==> src/rtl/paint_pkg.sv <==
// Shared definitions for the pixel store: colour codes, their RGB values and
// the painter state encoding. The RGB lookup path imports this same package.
package paint_pkg;

  localparam int COORD_W = 11;

  localparam logic [2:0] NONE   = 3'd0;
  localparam logic [2:0] RED    = 3'd1;
  localparam logic [2:0] GREEN  = 3'd2;
  localparam logic [2:0] BLUE   = 3'd3;
  localparam logic [2:0] YELLOW = 3'd4;
  localparam logic [2:0] PURPLE = 3'd5;
  localparam logic [2:0] WHITE  = 3'd6;
  localparam logic [2:0] ERASE  = 3'd7;

  typedef struct packed {
    logic [7:0] r;
    logic [7:0] g;
    logic [7:0] b;
  } rgb_t;

  localparam rgb_t RGB_NONE   = '{r: 8'h00, g: 8'h00, b: 8'h00};
  localparam rgb_t RGB_RED    = '{r: 8'hFF, g: 8'h00, b: 8'h00};
  localparam rgb_t RGB_GREEN  = '{r: 8'h00, g: 8'hFF, b: 8'h00};
  localparam rgb_t RGB_BLUE   = '{r: 8'h00, g: 8'h00, b: 8'hFF};
  localparam rgb_t RGB_YELLOW = '{r: 8'hFF, g: 8'hFF, b: 8'h00};
  localparam rgb_t RGB_PURPLE = '{r: 8'h80, g: 8'h00, b: 8'h80};
  localparam rgb_t RGB_WHITE  = '{r: 8'hFF, g: 8'hFF, b: 8'hFF};
  localparam rgb_t RGB_ERASE  = '{r: 8'h00, g: 8'h00, b: 8'h00};

  typedef enum logic [1:0] {
    ST_IDLE  = 2'd0,
    ST_STAMP = 2'd1,
    ST_CLEAR = 2'd2
  } paint_state_t;

  function automatic rgb_t code_to_rgb(input logic [2:0] code);
    case (code)
      RED:     return RGB_RED;
      GREEN:   return RGB_GREEN;
      BLUE:    return RGB_BLUE;
      YELLOW:  return RGB_YELLOW;
      PURPLE:  return RGB_PURPLE;
      WHITE:   return RGB_WHITE;
      ERASE:   return RGB_ERASE;
      default: return RGB_NONE;
    endcase
  endfunction

endpackage

==> src/rtl/raster_scan.sv <==
// Two-dimensional raster counter: x runs inner from start to end, y outer.
// The position after the current one is exposed so the caller can register it.
module raster_scan
  import paint_pkg::*;
(
  input  logic                      clk,
  input  logic                      reset_n,
  input  logic                      i_load,
  input  logic                      i_step,
  input  logic signed [COORD_W-1:0] i_x_start,
  input  logic signed [COORD_W-1:0] i_x_end,
  input  logic signed [COORD_W-1:0] i_y_start,
  input  logic signed [COORD_W-1:0] i_y_end,
  output logic signed [COORD_W-1:0] o_x,
  output logic signed [COORD_W-1:0] o_y,
  output logic signed [COORD_W-1:0] o_next_x,
  output logic signed [COORD_W-1:0] o_next_y,
  output logic                      o_first,
  output logic                      o_last
);

  logic signed [COORD_W-1:0] r_x;
  logic signed [COORD_W-1:0] r_y;
  logic signed [COORD_W-1:0] r_x_start;
  logic signed [COORD_W-1:0] r_x_end;
  logic signed [COORD_W-1:0] r_y_end;
  logic                      r_first;
  logic                      w_row_end;

  assign w_row_end = (r_x == r_x_end);

  always_comb begin
    o_next_x = r_x + 11'sd1;
    o_next_y = r_y;
    if (w_row_end) begin
      o_next_x = r_x_start;
      o_next_y = r_y + 11'sd1;
    end
  end

  always_ff @(posedge clk or negedge reset_n) begin
    if (!reset_n) begin
      r_x       <= '0;
      r_y       <= '0;
      r_x_start <= '0;
      r_x_end   <= '0;
      r_y_end   <= '0;
      r_first   <= 1'b0;
    end else if (i_load) begin
      r_x       <= i_x_start;
      r_y       <= i_y_start;
      r_x_start <= i_x_start;
      r_x_end   <= i_x_end;
      r_y_end   <= i_y_end;
      r_first   <= 1'b1;
    end else if (i_step) begin
      r_x     <= o_next_x;
      r_y     <= o_next_y;
      r_first <= 1'b0;
    end
  end

  assign o_x     = r_x;
  assign o_y     = r_y;
  assign o_first = r_first;
  assign o_last  = w_row_end && (r_y == r_y_end);

endmodule

==> src/rtl/pixel_painter.sv <==
// Write-side engine of the pixel store: turns pen stamps and screen clears
// into one clipped pixel write per clock.
module pixel_painter
  import paint_pkg::*;
#(
  parameter int H_ACTIVE = 640,
  parameter int V_ACTIVE = 480
) (
  input  logic       clk,
  input  logic       reset_n,
  input  logic       stroke_valid,
  output logic       stroke_ready,
  input  logic [9:0] pen_x,
  input  logic [9:0] pen_y,
  input  logic [2:0] color,
  input  logic [1:0] brush,
  input  logic       clear_req,
  output logic       wr_en,
  output logic [9:0] wr_x,
  output logic [9:0] wr_y,
  output logic [2:0] wr_color,
  output logic       done
);

  localparam logic signed [COORD_W-1:0] X_MAX = COORD_W'(H_ACTIVE - 1);
  localparam logic signed [COORD_W-1:0] Y_MAX = COORD_W'(V_ACTIVE - 1);

  paint_state_t r_state;
  paint_state_t w_state_nxt;

  logic [2:0] r_color;
  logic       r_wr_en;
  logic [9:0] r_wr_x;
  logic [9:0] r_wr_y;
  logic [2:0] r_wr_color;
  logic       r_done;

  logic signed [COORD_W-1:0] w_pen_x;
  logic signed [COORD_W-1:0] w_pen_y;
  logic signed [COORD_W-1:0] w_rad;
  logic signed [COORD_W-1:0] w_xs;
  logic signed [COORD_W-1:0] w_xe;
  logic signed [COORD_W-1:0] w_ys;
  logic signed [COORD_W-1:0] w_ye;
  logic signed [COORD_W-1:0] w_scan_x;
  logic signed [COORD_W-1:0] w_scan_y;
  logic signed [COORD_W-1:0] w_next_x;
  logic signed [COORD_W-1:0] w_next_y;
  logic signed [COORD_W-1:0] w_pix_x;
  logic signed [COORD_W-1:0] w_pix_y;
  logic [2:0] w_pix_color;
  logic       w_scan_first_unused;
  logic       w_scan_last;
  logic       w_busy;
  logic       w_load;
  logic       w_load_clear;
  logic       w_step;
  logic       w_wr_en_nxt;
  logic       w_done_nxt;

  function automatic logic on_screen(input logic signed [COORD_W-1:0] x,
                                     input logic signed [COORD_W-1:0] y);
    return !x[COORD_W-1] && !y[COORD_W-1] && (x <= X_MAX) && (y <= Y_MAX);
  endfunction

  assign w_pen_x = $signed({1'b0, pen_x});
  assign w_pen_y = $signed({1'b0, pen_y});
  assign w_rad   = $signed({{(COORD_W-2){1'b0}}, brush});
  assign w_busy  = (r_state != ST_IDLE);

  // Scan window: whole screen for a clear, the brush square for a stamp
  always_comb begin
    w_xs = w_pen_x - w_rad;
    w_xe = w_pen_x + w_rad;
    w_ys = w_pen_y - w_rad;
    w_ye = w_pen_y + w_rad;
    if (clear_req) begin
      w_xs = '0;
      w_xe = X_MAX;
      w_ys = '0;
      w_ye = Y_MAX;
    end
  end

  raster_scan u_scan (
    .clk       (clk),
    .reset_n   (reset_n),
    .i_load    (w_load),
    .i_step    (w_step),
    .i_x_start (w_xs),
    .i_x_end   (w_xe),
    .i_y_start (w_ys),
    .i_y_end   (w_ye),
    .o_x       (w_scan_x),
    .o_y       (w_scan_y),
    .o_next_x  (w_next_x),
    .o_next_y  (w_next_y),
    .o_first   (w_scan_first_unused),
    .o_last    (w_scan_last)
  );

  always_comb begin
    w_state_nxt  = r_state;
    w_load       = 1'b0;
    w_load_clear = 1'b0;
    w_step       = 1'b0;
    w_done_nxt   = 1'b0;
    case (r_state)
      ST_IDLE: begin
        if (clear_req) begin
          w_state_nxt  = ST_CLEAR;
          w_load       = 1'b1;
          w_load_clear = 1'b1;
        end else if (stroke_valid) begin
          if (color == NONE) begin
            w_done_nxt = 1'b1;
          end else begin
            w_state_nxt = ST_STAMP;
            w_load      = 1'b1;
          end
        end
      end
      ST_STAMP, ST_CLEAR: begin
        if (w_scan_last) begin
          w_state_nxt = ST_IDLE;
          w_done_nxt  = 1'b1;
        end else begin
          w_step = 1'b1;
        end
      end
      default: w_state_nxt = ST_IDLE;
    endcase
  end

  // The pixel emitted at this edge is the scan start on a load, otherwise the
  // position the scanner is about to move to.
  always_comb begin
    w_pix_x     = w_next_x;
    w_pix_y     = w_next_y;
    w_pix_color = r_color;
    if (w_load) begin
      w_pix_x     = w_xs;
      w_pix_y     = w_ys;
      w_pix_color = w_load_clear ? ERASE : color;
    end
    w_wr_en_nxt = (w_load || w_step) && on_screen(w_pix_x, w_pix_y);
  end

  always_ff @(posedge clk or negedge reset_n) begin
    if (!reset_n) begin
      r_state    <= ST_IDLE;
      r_color    <= NONE;
      r_wr_en    <= 1'b0;
      r_wr_x     <= '0;
      r_wr_y     <= '0;
      r_wr_color <= NONE;
      r_done     <= 1'b0;
    end else begin
      r_state <= w_state_nxt;
      r_wr_en <= w_wr_en_nxt;
      r_done  <= w_done_nxt;
      if (w_load) begin
        r_color <= w_pix_color;
      end
      if (w_wr_en_nxt) begin
        r_wr_x     <= w_pix_x[9:0];
        r_wr_y     <= w_pix_y[9:0];
        r_wr_color <= w_pix_color;
      end
    end
  end

  assign stroke_ready = !w_busy;
  assign wr_en        = r_wr_en;
  assign wr_x         = r_wr_x;
  assign wr_y         = r_wr_y;
  assign wr_color     = r_wr_color;
  assign done         = r_done;

endmodule

==> config.mk <==
export PLATFORM = sky130hd
export DESIGN_NAME = pixel_painter
export DESIGN_NICKNAME = d
export VERILOG_FILES = /design/src/rtl/paint_pkg.sv /design/src/rtl/raster_scan.sv /design/src/rtl/pixel_painter.sv
export SDC_FILE = /design/constraint.sdc
export NUM_CORES = 1
export LEC_CHECK = 0
export ABC_CLOCK_PERIOD_IN_PS = 2810
export CAP_MARGIN = 5
export CORE_UTILIZATION = 50
export DETAILED_ROUTE_END_ITERATION = 16
export PLACE_DENSITY = 0.8
export SLEW_MARGIN = 20
export SYNTH_ARGS = -nofsm -noshare
export SYNTH_HDL_FRONTEND = slang
export SYNTH_SLANG_ARGS = --single-unit
==> constraint.sdc <==
create_clock -name clk -period 2.81 [get_ports clk]
set_input_delay 0.843 -clock clk [delete_from_list [all_inputs] [get_ports clk]]
set_output_delay 0.843 -clock clk [all_outputs]
set_load 0.005 [all_outputs]
==> results of run 1 <==
## timing repair
item                                    in CTS  in global routing
buffers inserted                             7                  6
gates cloned                                 3                  0
pin swaps                                   11                 17
resized for setup                           40                 32
endpoints found under the setup margin      35                 33
## where the power goes
part / total, mW / internal (mW) / switching, mW
clock: 0.915 / 0.483 / 0.433
combinational: 0.273 / 0.134 / 0.139
sequential: 1.22 / 1.22 / 0
## through the flow
step | setup TNS (ns) | setup WS [ns] | std cells
floorplan | -16.49 | -0.7775 | 522
detailed placement | -42.62 | -1.449 | 790
global route | -15.01 | -0.6674 | 822
finish | -12.71 | -0.5747 | 822
CTS | -16.04 | -0.7116 | 816
global placement | -38.78 | -1.379 | 790
## cell type report
type	instances	area, sq um
timing repair buffer	182	1634
clock buffer	13	168.9
fill	682	2629
clock inverter	3	42.54
inverter	20	87.58
sequential	85	2127
multi-input combinational	386	2919
tap	133	166.4
## cell usage in the layout (no fill, tap or decap), types with 3 or more instances in the layout
cell type,Yosys,final
nor4_1,9,7
dfrtp_1,85,85
a31oi_1,4,4
o22ai_1,3,3
buf_16,0,3
nand2_1,58,58
clkdlybuf4s50_1,0,43
clkbuf_8,0,12
nor3_1,12,9
mux2i_1,7,7
a21oi_1,30,30
nor2_1,49,46
nor3_2,0,3
buf_4,0,116
o21ai_0,18,17
dlymetal6s2s_1,0,3
nor2_2,0,3
and3_1,7,7
xor2_1,29,29
xnor2_2,1,3
xnor2_1,36,34
o22a_1,4,4
mux2_4,10,18
or4_4,0,3
mux2_2,20,16
nand3_1,15,15
nand4_1,6,6
buf_12,0,4
buf_6,4,6
o211ai_1,4,4
ha_1,12,9
inv_1,20,17
## per-layer routing
metal | wire length [um] | vias up
met5 | 0 | -
met1 | 6185 | 2258
met3 | 774 | 28
met2 | 6885 | 167
met4 | 291 | 0
li1 | - | 2124
## flip-flops by register name (all words and copies together), names as in the netlist
signal            cells
wr_x                 10
u_scan.r_x_start     11
r_color               3
u_scan.r_x_end       11
wr_color              3
u_scan.r_y_end       11
done                  1
wr_en                 1
u_scan.o_x           11
wr_y                 10
u_scan.o_y           11
r_state               2
## path summary, 6_finish.rpt
check                                      from              endpoint  slack (ns)
setup / recovery                       pen_y[0]               wr_y[2]       -0.57
hold / removal                          reset_n                  done        0.42
setup reg to reg                  u_scan.o_x[1]               wr_y[2]       -0.30
hold reg to reg            u_scan.r_x_start[10]  u_scan.r_x_start[10]        0.49
max in group asynchronous               reset_n         u_scan.o_x[1]        1.75
min in group clk           u_scan.r_x_start[10]  u_scan.r_x_start[10]        0.49
## worst reg2reg max path: cells and delay by family (launching register included)
family / cells / cell delay (ns)
AND/OR/NAND/NOR: 3 / 0.81
multiplexers: 2 / 0.65
buffers and inverters: 3 / 0.48
flip-flops: 1 / 0.44
AO/OA/AOI/OAI: 2 / 0.40
XOR/XNOR: 1 / 0.22
## cells by family after synthesis
logic type                 Yosys count
and+or+nand+nor                    175
xor gates and xnor gates            66
muxes                               41
adders and majority gates           16
buffers and inverters               51
AOI/OAI and AO/OA                   88
DFF                                 85
==> summary.txt, run 1 <==
Initial antenna violation count = 0
Post-layout util = 73.11%
Top post-synthesis cells by area = dfrtp_1 (42%), xnor2_1 (6.2%), xor2_1 (5.0%), mux2_2 (4.5%), nand2_1 (4.3%)
Synth Register Bits = 85
CTS clk-pin slew, worst paths = 0.08 ns
Min Hold Slack = 0.4186 ns
Final hold vios = 0
Total track usage = 28.10%
Initial Util = 51.66%
Skew-Pair Late Insertion Delay = 0.37 ns
Startpoint types = input port
Fin nets = 729
Worst-Margin Slew = 0.5136 ns
Max-cap violations = 0
Met1 usage = 38.27%
Share of async-settable or async-resettable flops after synthesis = 100.0%
Clock buffer depth = 2
CP arrival = 3.64 ns
Post-Synth Adder-Cell Area = 4.559%
Vias in the first global route = 4529
Post-Route Skew = 0.007849 ns
Cell family with most CP delay = simple AND/OR/NAND/NOR gates
Area post-placement = 6556 sq um
Inserted Diodes = 0
R2R cell count = 11
Synthesized area per cell = 9.674 sq um
Via density = 5.568
First-pass GRT wire length = 22330 um
Largest net degree at the start of global routing = 56
Initial DRC Count = 293
Grt total ovfl = 0
Slew margin rel. = 65.44%
Leading area contributor after synthesis = dfrtp_1
Mux share of post-synthesis cell area = 9.713%
Worst setup EP type = flop
Slew Viols, Final = 0
Failing checks = negative setup slack
Area grow syn2layout = 41.50%
Cts hold-fix bufs = 0
Drt drc = 0
Share of cells above drive strength 1 = 31.93%
GR Layer Usage met3 = 3.661%
Critical Path Fanout Max = 6
Crit path cell chain = buf_12 -> inv_12 -> ha_4 -> inv_2 -> fa_2 -> or4_4 -> buf_4 -> nor2_2 -> xor2_1 -> a22o_1 -> and2_4 -> a211oi_4 -> buf_6 -> buf_12 -> mux2_4
Worst hold path class = input port to asynchronous set/reset pin
Leakage Power = 3.246 nW
Synth Instances = 522
Data required time of the critical path = 3.06 ns
Area of the mapped netlist = 5050 sq um
Peak supply drop = 193.3 uV
Cell area after layout = 7146 sq um
Share of the yosys chip area belonging to registers = 42.12%
Post-synth top cells = dfrtp_1 (85), nand2_1 (58), nor2_1 (49)
Final setup fails = 24
Routability Congestion = 0.9044
HPWL after DPL = 10230 um
Full die area = 10510 sq um
Yosys warns = 0
Drt first pass iters = 5
Row Count = 36
Met2 usage = 45.79%
RSZ-0062 raised after global routing = yes
Critical path depth = 15
Busiest grt layer = met2
Count leader, synth = dfrtp_1
Yosys top cell area share = 42.12%
Yosys cell types = 56
Chip width = 102.5 um
Status = finished with violations
Worst Path Buf+Inv = 6
Total CTS buffers = 9
Post-synth top flop = dfrtp_1
Die Ht = 102.5 um
CTS tree = yes
Top Ports = 55
Synthesized Nets = 567
Number of nets with antenna violations after routing = 0
Slowest Stage Delay on Critical Path = 0.55 ns
CORE AREA = 9774 sq um
Final period utilization = 120.5%
Avg WL per Cell = 17.20 um
Power, Total = 2.410 mW
Number of synthesized flops with an enable pin = 0
Slowest cell on crit path = or4_4
Tmin final = 3.385 ns
Root Driver = clkbuf_8
Cell mode on critical path = buf_12
Largest family of logic cells by synthesized area = simple AND/OR/NAND/NOR gates
Achievable Freq = 295.4 MHz
Power per cell area = 337.3 nW/um^2
Compound-Gate Fraction of Synth Area = 11.45%
Drt total wl = 14140 um
Critical path class = input port to flop
Setup WS post-layout = -0.5747 ns
H-tree levels = 3
Simple logic cell fraction of the synthesized area = 16.15%
Post-Synth XOR/XNOR Area = 11.60%
CTS sink cnt = 85
Routed vias = 4577
Port bufs = 54
Power figures use the tool's default switching activity.
==> inputs of run 2 (changes only) <==
--- a/config.mk
+++ b/config.mk
@@ -9,6 +9,7 @@
 export CAP_MARGIN = 5
 export CORE_UTILIZATION = 50
 export DETAILED_ROUTE_END_ITERATION = 16
+export MAX_ROUTING_LAYER = met4
 export PLACE_DENSITY = 0.8
 export SLEW_MARGIN = 20
 export SYNTH_ARGS = -nofsm -noshare
==> run 2 against run 1 <==
Against the previous run: the run still ends with negative setup slack left; setup slack worse by 0.0034 ns; register-to-register slack got worse by 0.11 ns; first-iteration DRC count fell by 29%; fmax fell by 0.10%; largest power group unchanged; die area stayed put; via count decreased by 0.61%; design area fell by 0.25%.
==> summary.txt, run 2 (synthesized netlist as in run 1, its figures left out) <==
Cell area after layout = 7128 sq um (was 7146 sq um)
Area grow syn2layout = 41.15% (was 41.50%)
Final setup fails = 24 (unchanged)
CTS sink cnt = 85 (unchanged)
Commonest cells after routing, fill and taps aside = buf_4 (116), dfrtp_1 (85), nand2_1 (58), nor2_1 (47), clkdlybuf4s50_1 (42) (was buf_4 (116), dfrtp_1 (85), nand2_1 (58), nor2_1 (46), clkdlybuf4s50_1 (43))
Fin nets = 729 (unchanged)
Peak supply drop = 173.4 uV (was 193.3 uV)
Routability Congestion = 0.8660 (was 0.9044)
Die Ht = 102.5 um (unchanged)
Commonest non-fill, non-tap cell in the layout = buf_4 (unchanged)
Data required time of the critical path = 3.06 ns (about the same)
Post-Route Skew = 0.01143 ns (was 0.007849 ns)
Root Driver = clkbuf_8 (unchanged)
CORE AREA = 9774 sq um (unchanged)
Initial antenna violation count = 0 (unchanged)
Critical Path Fanout Max = 6 (unchanged)
Clock buffer depth = 2 (unchanged)
Routed vias = 4549 (was 4577)
Initial DRC Count = 209 (was 293)
Post-layout util = 72.93% (was 73.11%)
Dpl ws = -1.447 ns (was -1.449 ns)
RSZ-0062 raised after global routing = yes (unchanged)
Drt drc = 0 (unchanged)
Via density = 5.534 (was 5.568)
Full die area = 10510 sq um (unchanged)
CTS tree = yes (unchanged)
Skew-Pair Late Insertion Delay = 0.36 ns (was 0.37 ns)
Achievable Freq = 295.1 MHz (was 295.4 MHz)
CP arrival = 3.63 ns (was 3.64 ns)
R2R cell count = 10 (was 11)
Initial Util = 51.66% (unchanged)
CTS clk-pin slew, worst paths = 0.08 ns (about the same)
Setup TNS = -12.73 ns (was -12.71 ns)
Total CTS buffers = 9 (unchanged)
Slew Viols, Final = 0 (unchanged)
HPWL after DPL = 10310 um (was 10230 um)
H-tree levels = 3 (unchanged)
Row Count = 36 (unchanged)
Failing checks = negative setup slack (unchanged)
Number of nets with antenna violations after routing = 0 (unchanged)
Min Hold Slack = 0.4826 ns (was 0.4186 ns)
Grt total ovfl = 0 (unchanged)
Setup WS post-layout = -0.5782 ns (was -0.5747 ns)
Max-cap violations = 0 (unchanged)
Top Ports = 55 (unchanged)
Final hold vios = 0 (unchanged)
Chip width = 102.5 um (unchanged)
Critical path class = input port to flop (unchanged)
Share of cells above drive strength 1 = 31.64% (was 31.93%)
Total track usage = 29.95% (was 28.10%)
Leakage Power = 3.264 nW (was 3.246 nW)
Worst hold path class = flop to flop (was input port to asynchronous set/reset pin)
Power per cell area = 330.5 nW/um^2 (was 337.3 nW/um^2)
WL met3 = 646 um (was 774 um)
Status = finished with violations (unchanged)
Largest net degree at the start of global routing = 45 (was 56)
Inserted Diodes = 0 (unchanged)
Hold Path Stages = 2
Highest routed layer = met4 (unchanged)
Drt first pass iters = 5 (unchanged)
Startpoint types = input port (unchanged)
Vias in the first global route = 4562 (was 4529)
Area post-placement = 6529 sq um (was 6556 sq um)
Drt total wl = 14390 um (was 14140 um)
Avg WL per Cell = 17.51 um (was 17.20 um)
Tmin final = 3.388 ns (was 3.385 ns)
Worst-Margin Slew = 0.5833 ns (was 0.5136 ns)
Fill cells = 721 (was 682)
Port bufs = 54 (unchanged)
Final period utilization = 120.6% (was 120.5%)
Slew margin rel. = 61.11% (was 65.44%)
Met2 routed WL = 7108 um (was 6885 um)
Routed met1 length = 6325 um (was 6185 um)
First-pass GRT wire length = 22840 um (was 22330 um)
Worst setup EP type = flop (unchanged)
run 2: worst paths after layout:
check | startpoint | end | slack, ns
setup reg to reg | u_scan.o_x[8] | wr_color[0] | -0.41
hold reg to reg | r_color[2] | r_color[2] | 0.48
min in group asynchronous | reset_n | wr_en | 0.49
max in group asynchronous | reset_n | u_scan.o_x[10] | 1.69
setup / recovery | brush[1] | wr_color[0] | -0.58
hold / removal | r_color[2] | r_color[2] | 0.48
run 2: cell type report:
type                            count  area (sq um)  area share, %
Sequential cell                    85          2127          29.84
Clock buffer                       12         145.1          2.036
Clock inverter                      4         47.55         0.6670
Inverter                           20         87.58          1.229
Tap cell                          133         166.4          2.335
Multi-Input combinational cell    386          2914          40.88
Timing Repair Buffer              182          1640          23.01
run 2: critical path, cell delays in order:
cell	delay, ns
clkdlybuf4s15_1	0.20
inv_2	0.05
buf_4	0.16
ha_1	0.30
nor2b_2	0.27
nor3_2	0.08
buf_4	0.14
xnor2_1	0.32
o211ai_1	0.20
and2_1	0.21
a211oi_4	0.24
buf_6	0.17
buf_12	0.14
mux2_4	0.30
run 2: repair_timing:
action,CTS,global route
buffers inserted,11,6
pin swaps,15,24
resized for setup,44,29
hold buffers,0,0
setup endpoints to repair,36,31
gates cloned,3,0
run 2: layer usage:
layer  global-route usage (%)  vias to the layer above
met5                        -                        -
met4                    9.560                        0
met3                    4.542                       32
met2                    48.51                      148
met1                    38.68                     2240
li1                         -                     2129
run 2: where the power goes:
part	switching, mW	internal (mW)	leakage (nW)
registers	0	1.22	1.07
logic	0.141	0.134	2.09
clock network	0.427	0.433	0.0964
run 2: per-stage QoR:
stage,power [mW],cells
after floorplan,1.338,522
after global placement,1.487,788
after detailed placement,1.496,788
after CTS,2.349,817
after global routing,2.438,822
final,2.356,822
==> inputs of run 3 (changes only) <==
--- a/config.mk
+++ b/config.mk
@@ -8,6 +8,7 @@
 export ABC_CLOCK_PERIOD_IN_PS = 2810
 export CAP_MARGIN = 5
 export CORE_UTILIZATION = 50
+export CTS_CLUSTER_DIAMETER = 80
 export DETAILED_ROUTE_END_ITERATION = 16
 export MAX_ROUTING_LAYER = met4
 export PLACE_DENSITY = 0.8
==> results of run 3 <==
Final layout, timing and power as in run 2 (identical DEF).
